`config.mk`:
```
export PLATFORM = sky130hd
export DESIGN_NAME = modexp_requester
export DESIGN_NICKNAME = d
export VERILOG_FILES = /design/src/rtl/rsa_pkg.sv /design/src/rtl/mod_handshake_master.sv /design/src/rtl/modexp_requester.sv
export SDC_FILE = /design/constraint.sdc
export NUM_CORES = 2
export LEC_CHECK = 0
export ABC_AREA = 1
export BUFFER_PORTS_ARGS = -buffer_cell sky130_fd_sc_hd__buf_2
export CAP_MARGIN = 0
export CORE_AREA = 2 2 326 263
export CTS_CLUSTER_DIAMETER = 200
export DETAILED_ROUTE_END_ITERATION = 16
export DIE_AREA = 0 0 328 265
export GPL_ROUTABILITY_DRIVEN = 0
export HOLD_SLACK_MARGIN = 0.15
export PLACE_DENSITY = 0.67
export SYNTH_ARGS = -nofsm -noshare
export SYNTH_HDL_FRONTEND = slang
export SYNTH_SLANG_ARGS = --single-unit
```
`constraint.sdc`:
```
create_clock -name clk -period 12 [get_ports clk]
set_input_delay 1.2 -clock clk [delete_from_list [all_inputs] [get_ports clk]]
set_output_delay 1.2 -clock clk [all_outputs]
set_load 0.02 [all_outputs]
```
`src/rtl/rsa_pkg.sv`:
```
// rtl/rsa_pkg.sv - shared state encodings and width defaults for the modexp requester
package rsa_pkg;

  localparam int WIDTH_DEFAULT     = 32;
  localparam int MOD_WIDTH_DEFAULT = 16;

  typedef enum logic [2:0] {
    IDLE,
    CHECK,
    RED_BASE,
    TEST_BIT,
    MUL,
    SQR,
    SHIFT,
    FINISH
  } modexp_state_t;

  typedef enum logic [1:0] {
    HS_IDLE,
    HS_REQ,
    HS_REL
  } hs_state_t;

endpackage

```
`src/rtl/mod_handshake_master.sv`:
```
// rtl/mod_handshake_master.sv - four-phase initiator towards the modular reduction unit
module mod_handshake_master
  import rsa_pkg::*;
#(
  parameter int WIDTH = WIDTH_DEFAULT
) (
  input  logic             clk,
  input  logic             reset,
  input  logic             issue,
  input  logic [WIDTH-1:0] operand,
  input  logic [WIDTH-1:0] modulus,
  input  logic             modular_done,
  input  logic [WIDTH-1:0] mod_result,
  output logic             modular_ready,
  output logic [WIDTH-1:0] numerator,
  output logic [WIDTH-1:0] denominator,
  output logic             complete,
  output logic [WIDTH-1:0] data
);

  hs_state_t state, state_next;
  logic      pending;

  // Request is only visible while the handshake sits in HS_REQ; operands were registered earlier.
  assign modular_ready = (state == HS_REQ);

  // Handshake state register.
  always_ff @(posedge clk) begin
    if (reset) state <= HS_IDLE;
    else       state <= state_next;
  end

  // Next state: raise only once the responder has released done, then wait for done to fall again.
  always_comb begin
    state_next = state;
    case (state)
      HS_IDLE: if (pending && !modular_done) state_next = HS_REQ;
      HS_REQ:  if (modular_done)             state_next = HS_REL;
      HS_REL:  if (!modular_done)            state_next = HS_IDLE;
      default:                               state_next = HS_IDLE;
    endcase
  end

  // Operand latch, pending-request flag, result capture and completion pulse.
  always_ff @(posedge clk) begin
    if (reset) begin
      numerator   <= '0;
      denominator <= '0;
      data        <= '0;
      pending     <= 1'b0;
      complete    <= 1'b0;
    end else begin
      complete <= (state == HS_REQ) && modular_done;
      if ((state == HS_REQ) && modular_done) data <= mod_result;
      if ((state == HS_IDLE) && pending && !modular_done) pending <= 1'b0;
      if (issue) begin
        numerator   <= operand;
        denominator <= modulus;
        pending     <= 1'b1;
      end
    end
  end

endmodule

```
`src/rtl/modexp_requester.sv`:
```
// rtl/modexp_requester.sv - right-to-left square-and-multiply controller using an external reducer
module modexp_requester
  import rsa_pkg::*;
#(
  parameter int WIDTH     = WIDTH_DEFAULT,
  parameter int MOD_WIDTH = MOD_WIDTH_DEFAULT
) (
  input  logic             clk,
  input  logic             reset,
  input  logic             start,
  input  logic [WIDTH-1:0] base,
  input  logic [WIDTH-1:0] exponent,
  input  logic [WIDTH-1:0] modulus,
  output logic             busy,
  output logic             done,
  output logic             err,
  output logic [WIDTH-1:0] result,
  output logic             modular_ready,
  output logic [WIDTH-1:0] numerator,
  output logic [WIDTH-1:0] denominator,
  input  logic             modular_done,
  input  logic [WIDTH-1:0] mod_result
);

  modexp_state_t    state, state_next;
  logic [WIDTH-1:0] b, e, n, r;
  logic [WIDTH-1:0] operand, data;
  logic             issue, complete;
  logic             bad_mod;

  // Zero modulus or one wider than MOD_WIDTH would let residue products overflow WIDTH.
  assign bad_mod = (n == '0) || ((n >> MOD_WIDTH) != '0);
  assign done    = (state == FINISH);

  // Main state register.
  always_ff @(posedge clk) begin
    if (reset) state <= IDLE;
    else       state <= state_next;
  end

  // Next state; a reduction is issued on the transition into RED_BASE, MUL or SQR.
  always_comb begin
    state_next = state;
    issue      = 1'b0;
    operand    = b;
    case (state)
      IDLE:     if (start) state_next = CHECK;
      CHECK: begin
        if (bad_mod || (n == WIDTH'(1))) begin
          state_next = FINISH;
        end else begin
          state_next = RED_BASE;
          issue      = 1'b1;
          operand    = b;
        end
      end
      RED_BASE: if (complete) state_next = TEST_BIT;
      TEST_BIT: begin
        if (e == '0) begin
          state_next = FINISH;
        end else if (e[0]) begin
          state_next = MUL;
          issue      = 1'b1;
          operand    = r * b;
        end else begin
          state_next = SHIFT;
        end
      end
      MUL:      if (complete) state_next = SHIFT;
      SHIFT: begin
        if ((e >> 1) != '0) begin
          state_next = SQR;
          issue      = 1'b1;
          operand    = b * b;
        end else begin
          state_next = TEST_BIT;
        end
      end
      SQR:      if (complete) state_next = TEST_BIT;
      FINISH:   state_next = IDLE;
      default:  state_next = IDLE;
    endcase
  end

  // Operand registers, accumulator, and status outputs.
  always_ff @(posedge clk) begin
    if (reset) begin
      b      <= '0;
      e      <= '0;
      n      <= '0;
      r      <= '0;
      result <= '0;
      err    <= 1'b0;
      busy   <= 1'b0;
    end else begin
      case (state)
        IDLE: begin
          if (start) begin
            b    <= base;
            e    <= exponent;
            n    <= modulus;
            r    <= WIDTH'(1);
            busy <= 1'b1;
            err  <= 1'b0;
          end
        end
        CHECK: begin
          if (bad_mod) begin
            result <= '0;
            err    <= 1'b1;
            busy   <= 1'b0;
          end else if (n == WIDTH'(1)) begin
            result <= '0;
            busy   <= 1'b0;
          end
        end
        RED_BASE: if (complete) b <= data;
        TEST_BIT: begin
          if (e == '0) begin
            result <= r;
            busy   <= 1'b0;
          end
        end
        MUL:      if (complete) r <= data;
        SHIFT:    e <= e >> 1;
        SQR:      if (complete) b <= data;
        default:  ;
      endcase
    end
  end

  mod_handshake_master #(.WIDTH(WIDTH)) u_hs (
    .clk           (clk),
    .reset         (reset),
    .issue         (issue),
    .operand       (operand),
    .modulus       (n),
    .modular_done  (modular_done),
    .mod_result    (mod_result),
    .modular_ready (modular_ready),
    .numerator     (numerator),
    .denominator   (denominator),
    .complete      (complete),
    .data          (data)
  );

endmodule

```
==> summary.md <==
| Metric | Value |
|---|---|
| CTS Hold Bufs | `0` |
| CP peak stage delay | `1000 ps` |
| CP max stage cell | `dfxtp_2` |
| Post-CTS Setup Bufs | `0` |
| IO Pins | `232` |
| Top-area cell type share of the netlist area | `around 37%` |
| DRT iter0 DRCs | `around 3300` |
| GR Layer Usage met1 | `43.3%` |
| Crit path max-delay family | `adder cells` |
| Pleak | `0.0257 uW` |
| Worst slew pin tran | `1140 ps` |
| First-pass DRT Iterations | `6` |
| CP required | `roughly 12000 ps` |
| DRC viols | `0` |
| Sequential element share of the synthesized area | `12.8%` |
| Core outline area | `around 84000 um2` |
| Clock slew at reported path FFs | `~80 ps` |
| Clock Path Buffers | `3` |
| Final TNS setup | `0 ps` |
| H-tree Lvls | `1` |
| CTS tree | `yes` |
| Worst skew pair latency | `about 580 ps` |
| GR peak layer | `met2` |
| Mapped Area | `between 40000 and 50000 um2` |
| Logic pwr share | `76.7%` |
| Floorplan row count | `between 90 and 100` |
| Die height | `between 200 and 300 um` |
| Critical path buffers and inverters | `6` |
| Synth top area cells | `fa_1 37%, dfxtp_1 13%, inv_1 13%, nand2_1 12%, ha_1 7.5%` |
| Post-CTS sizing | `0` |
| Area Growth Syn to Fin | `6.48%` |
| Tcrit/Tclk final | `65.7%` |
| Input/output buffers | `231` |
| Int Pwr | `~3900 uW` |
| Worst setup margin | `about 4000 ps` |
| Post-layout nets | `~6600` |
| # setup viols final | `0` |
| Number of global-route vias before repair | `35300` |
| Switching Share | `a little under three fifths` |
| RSZ-0062 raised after global routing | `no` |
| Final wirelength | `126000 um` |
| M2 GR Usage | `46.4%` |
| Share of cells above drive strength 1 | `about 7.9%` |
| WS Path Type | `flop to flop` |
| Setup WS pre-CTS | `about 4300 ps` |
| Antenna-violating nets left | `0` |
| CTS root buf | `clkbuf_16` |
| Psw | `between 5000 and 6000 uW` |
| Via density | `approximately 5.3` |
| Worst VDD drop | `between 150 and 200 uV` |
| Critical path endpoint category | `flop` |
| Power per Cell Area | `205 nW/um2` |
| Slew headroom | `24.1%` |
| Largest net degree at the start of global routing | `93` |
| Hpwl dp | `approximately 95000 um` |
| Die width | `roughly 330 um` |
| First-pass GRT wire length | `a little over 200000 um` |
| Clock power frac | `under 10%` |
| Die area | `between 80000 and 90000 um2` |
| GR Overflow Total | `0` |
| Slew Viols, Final | `0` |
| Sequential Power Share | `between 10 and 15%` |
| Async set or reset register ratio after synthesis | `0%` |
| Fin crit period | `between 7000 and 8000 ps` |
| Startpoint Class | `flop` |
| Hold Crit Class | `flop to flop` |
| Initial Utilization | `about 50%` |
| FMAX | `approximately 130 MHz` |
| Final Hold Vio Count | `0` |
| Initial antenna violation count | `8` |
| Via count of the routed design | `34800` |
| Syn avg cell area | `between 7 and 8 um2` |
| Post-synth EDFFs | `0` |
| Netlist cell types | `58` |
| TritonCTS buffer count | `25` |
| Mapped Cells | `between 5000 and 6000` |
| Clock sink total | `265` |
| Most used DFF post-synth | `dfxtp_1` |
| Worst Skew | `17.7 ps` |
| Yosys top cell by area | `fa_1` |
| Total GRT Usage | `29.9%` |
| Syn. warnings | `0` |
| Met3 Track Usage GR | `5.17%` |
| Most common cell in the netlist | `inv_1` |
| Net Count, Synth | `roughly 6500` |
| Worst EP arrival | `approximately 8300 ps` |
| Crit-path max FO | `34` |
| Status | `complete, no violations` |
| Crit-path most repeated cell | `fa_1` |
| FF+latch count, synth | `265` |
| Max-cap viol count | `0` |
| Synth cell count leaders | `1403 x inv_1, 1328 x nand2_1, 775 x fa_1` |
| Drt wl/cell | `19.2 um` |
==> worst paths after layout <==
path	start	end	slack [ps]	cells past startpoint
setup / recovery	b[5]$_SDFFE_PP0P_	u_hs.numerator[26]$_SDFFE_PP0P_	4110	27
hold / removal	result[0]$_SDFFE_PP0P_	result[0]$_SDFFE_PP0P_	460	1
setup reg to reg	b[5]$_SDFFE_PP0P_	u_hs.numerator[26]$_SDFFE_PP0P_	4110	27
hold reg to reg	result[0]$_SDFFE_PP0P_	result[0]$_SDFFE_PP0P_	460	1
==> routing by layer <==
layer	part of all wire, %	vias up
met4	2.9	6
li1	-	15900
met1	43	17200
met5	0.027	-
met3	9.6	228
met2	45	1483
==> sequential cells by signal, indices dropped and copies added (netlist names), 2 cells and up <==
register,cells
u_hs.data,32
r,32
u_hs.numerator,32
result,32
state,3
e,32
u_hs.state,2
b,32
n,32
u_hs.denominator,32
==> placed cells by master, fill, tap and decap left out, types with 3 or more instances in the layout <==
cell type	synthesis	routed
a21o_1	13	13
a21oi_1	232	231
a21oi_2	5	6
a221oi_1	3	3
a31oi_1	77	77
a32o_1	31	31
a41oi_1	4	4
buf_2	33	230
buf_4	18	69
clkbuf_1	192	4
clkbuf_16	0	25
clkbuf_8	0	6
dfxtp_1	265	249
dfxtp_2	0	16
diode_2	0	4
fa_1	775	775
ha_1	250	250
inv_1	1403	1402
inv_2	21	21
nand2_1	1328	1327
nand2_2	10	10
nand3_1	179	179
nand3_2	3	3
nand3b_1	9	9
nand4_1	24	24
nor2_1	97	95
nor2_2	5	7
nor2_4	4	4
nor3_1	13	13
nor4_1	11	11
o211ai_1	3	3
o21ai_0	151	151
o21ai_1	56	56
o21bai_1	9	9
o21bai_2	3	3
o22ai_1	8	8
or2_2	9	9
xnor2_1	31	31
xor2_1	31	31
==> through the flow <==
stage | cells | util, % | area, um2 | hold WS, ps | power, uW
after floorplan | 5374 | - | 41500 | 444 | 6050
after global placement | 6502 | 51.9 | 43400 | 443 | 8080
after detailed placement | 6502 | 51.9 | 43400 | 450 | 8130
after CTS | 6543 | 52.9 | 44200 | 465 | 9020
after global routing | 6545 | 52.9 | 44200 | 474 | 10000
final | 6547 | 52.9 | 44200 | 463 | 9070
==> cells by family after synthesis <==
kind of cell	after synthesis	share of synthesized area, %
buffers and inverters	1711	15.8
and+or+nand+nor	1698	16.6
adders and majority gates	1025	44.9
AOI/OAI and AO/OA	613	8.55
DFF	265	12.8
xor gates and xnor gates	62	1.31
==> cell type report <==
class | count | area, um2
antenna | 4 | 10.0
clock buffer | 35 | 723
clock inverter | 6 | 66.3
fill | 8030 | 39400
inverter | 1425 | 5350
multi-input combinational | 3398 | 29600
sequential | 265 | 5330
tap | 1115 | 1400
timing repair buffer | 299 | 1670
==> power groups by stage <==
stage | logic, uW | registers, uW | clock network (uW)
after CTS | 6910 | 1300 | 811
final | 6960 | 1310 | 807
after detailed placement | 6820 | 1320 | 0
after global placement | 6770 | 1310 | 0
after global routing | 7830 | 1330 | 846
after floorplan | 4850 | 1190 | 0
Power figures use the tool's default switching activity.
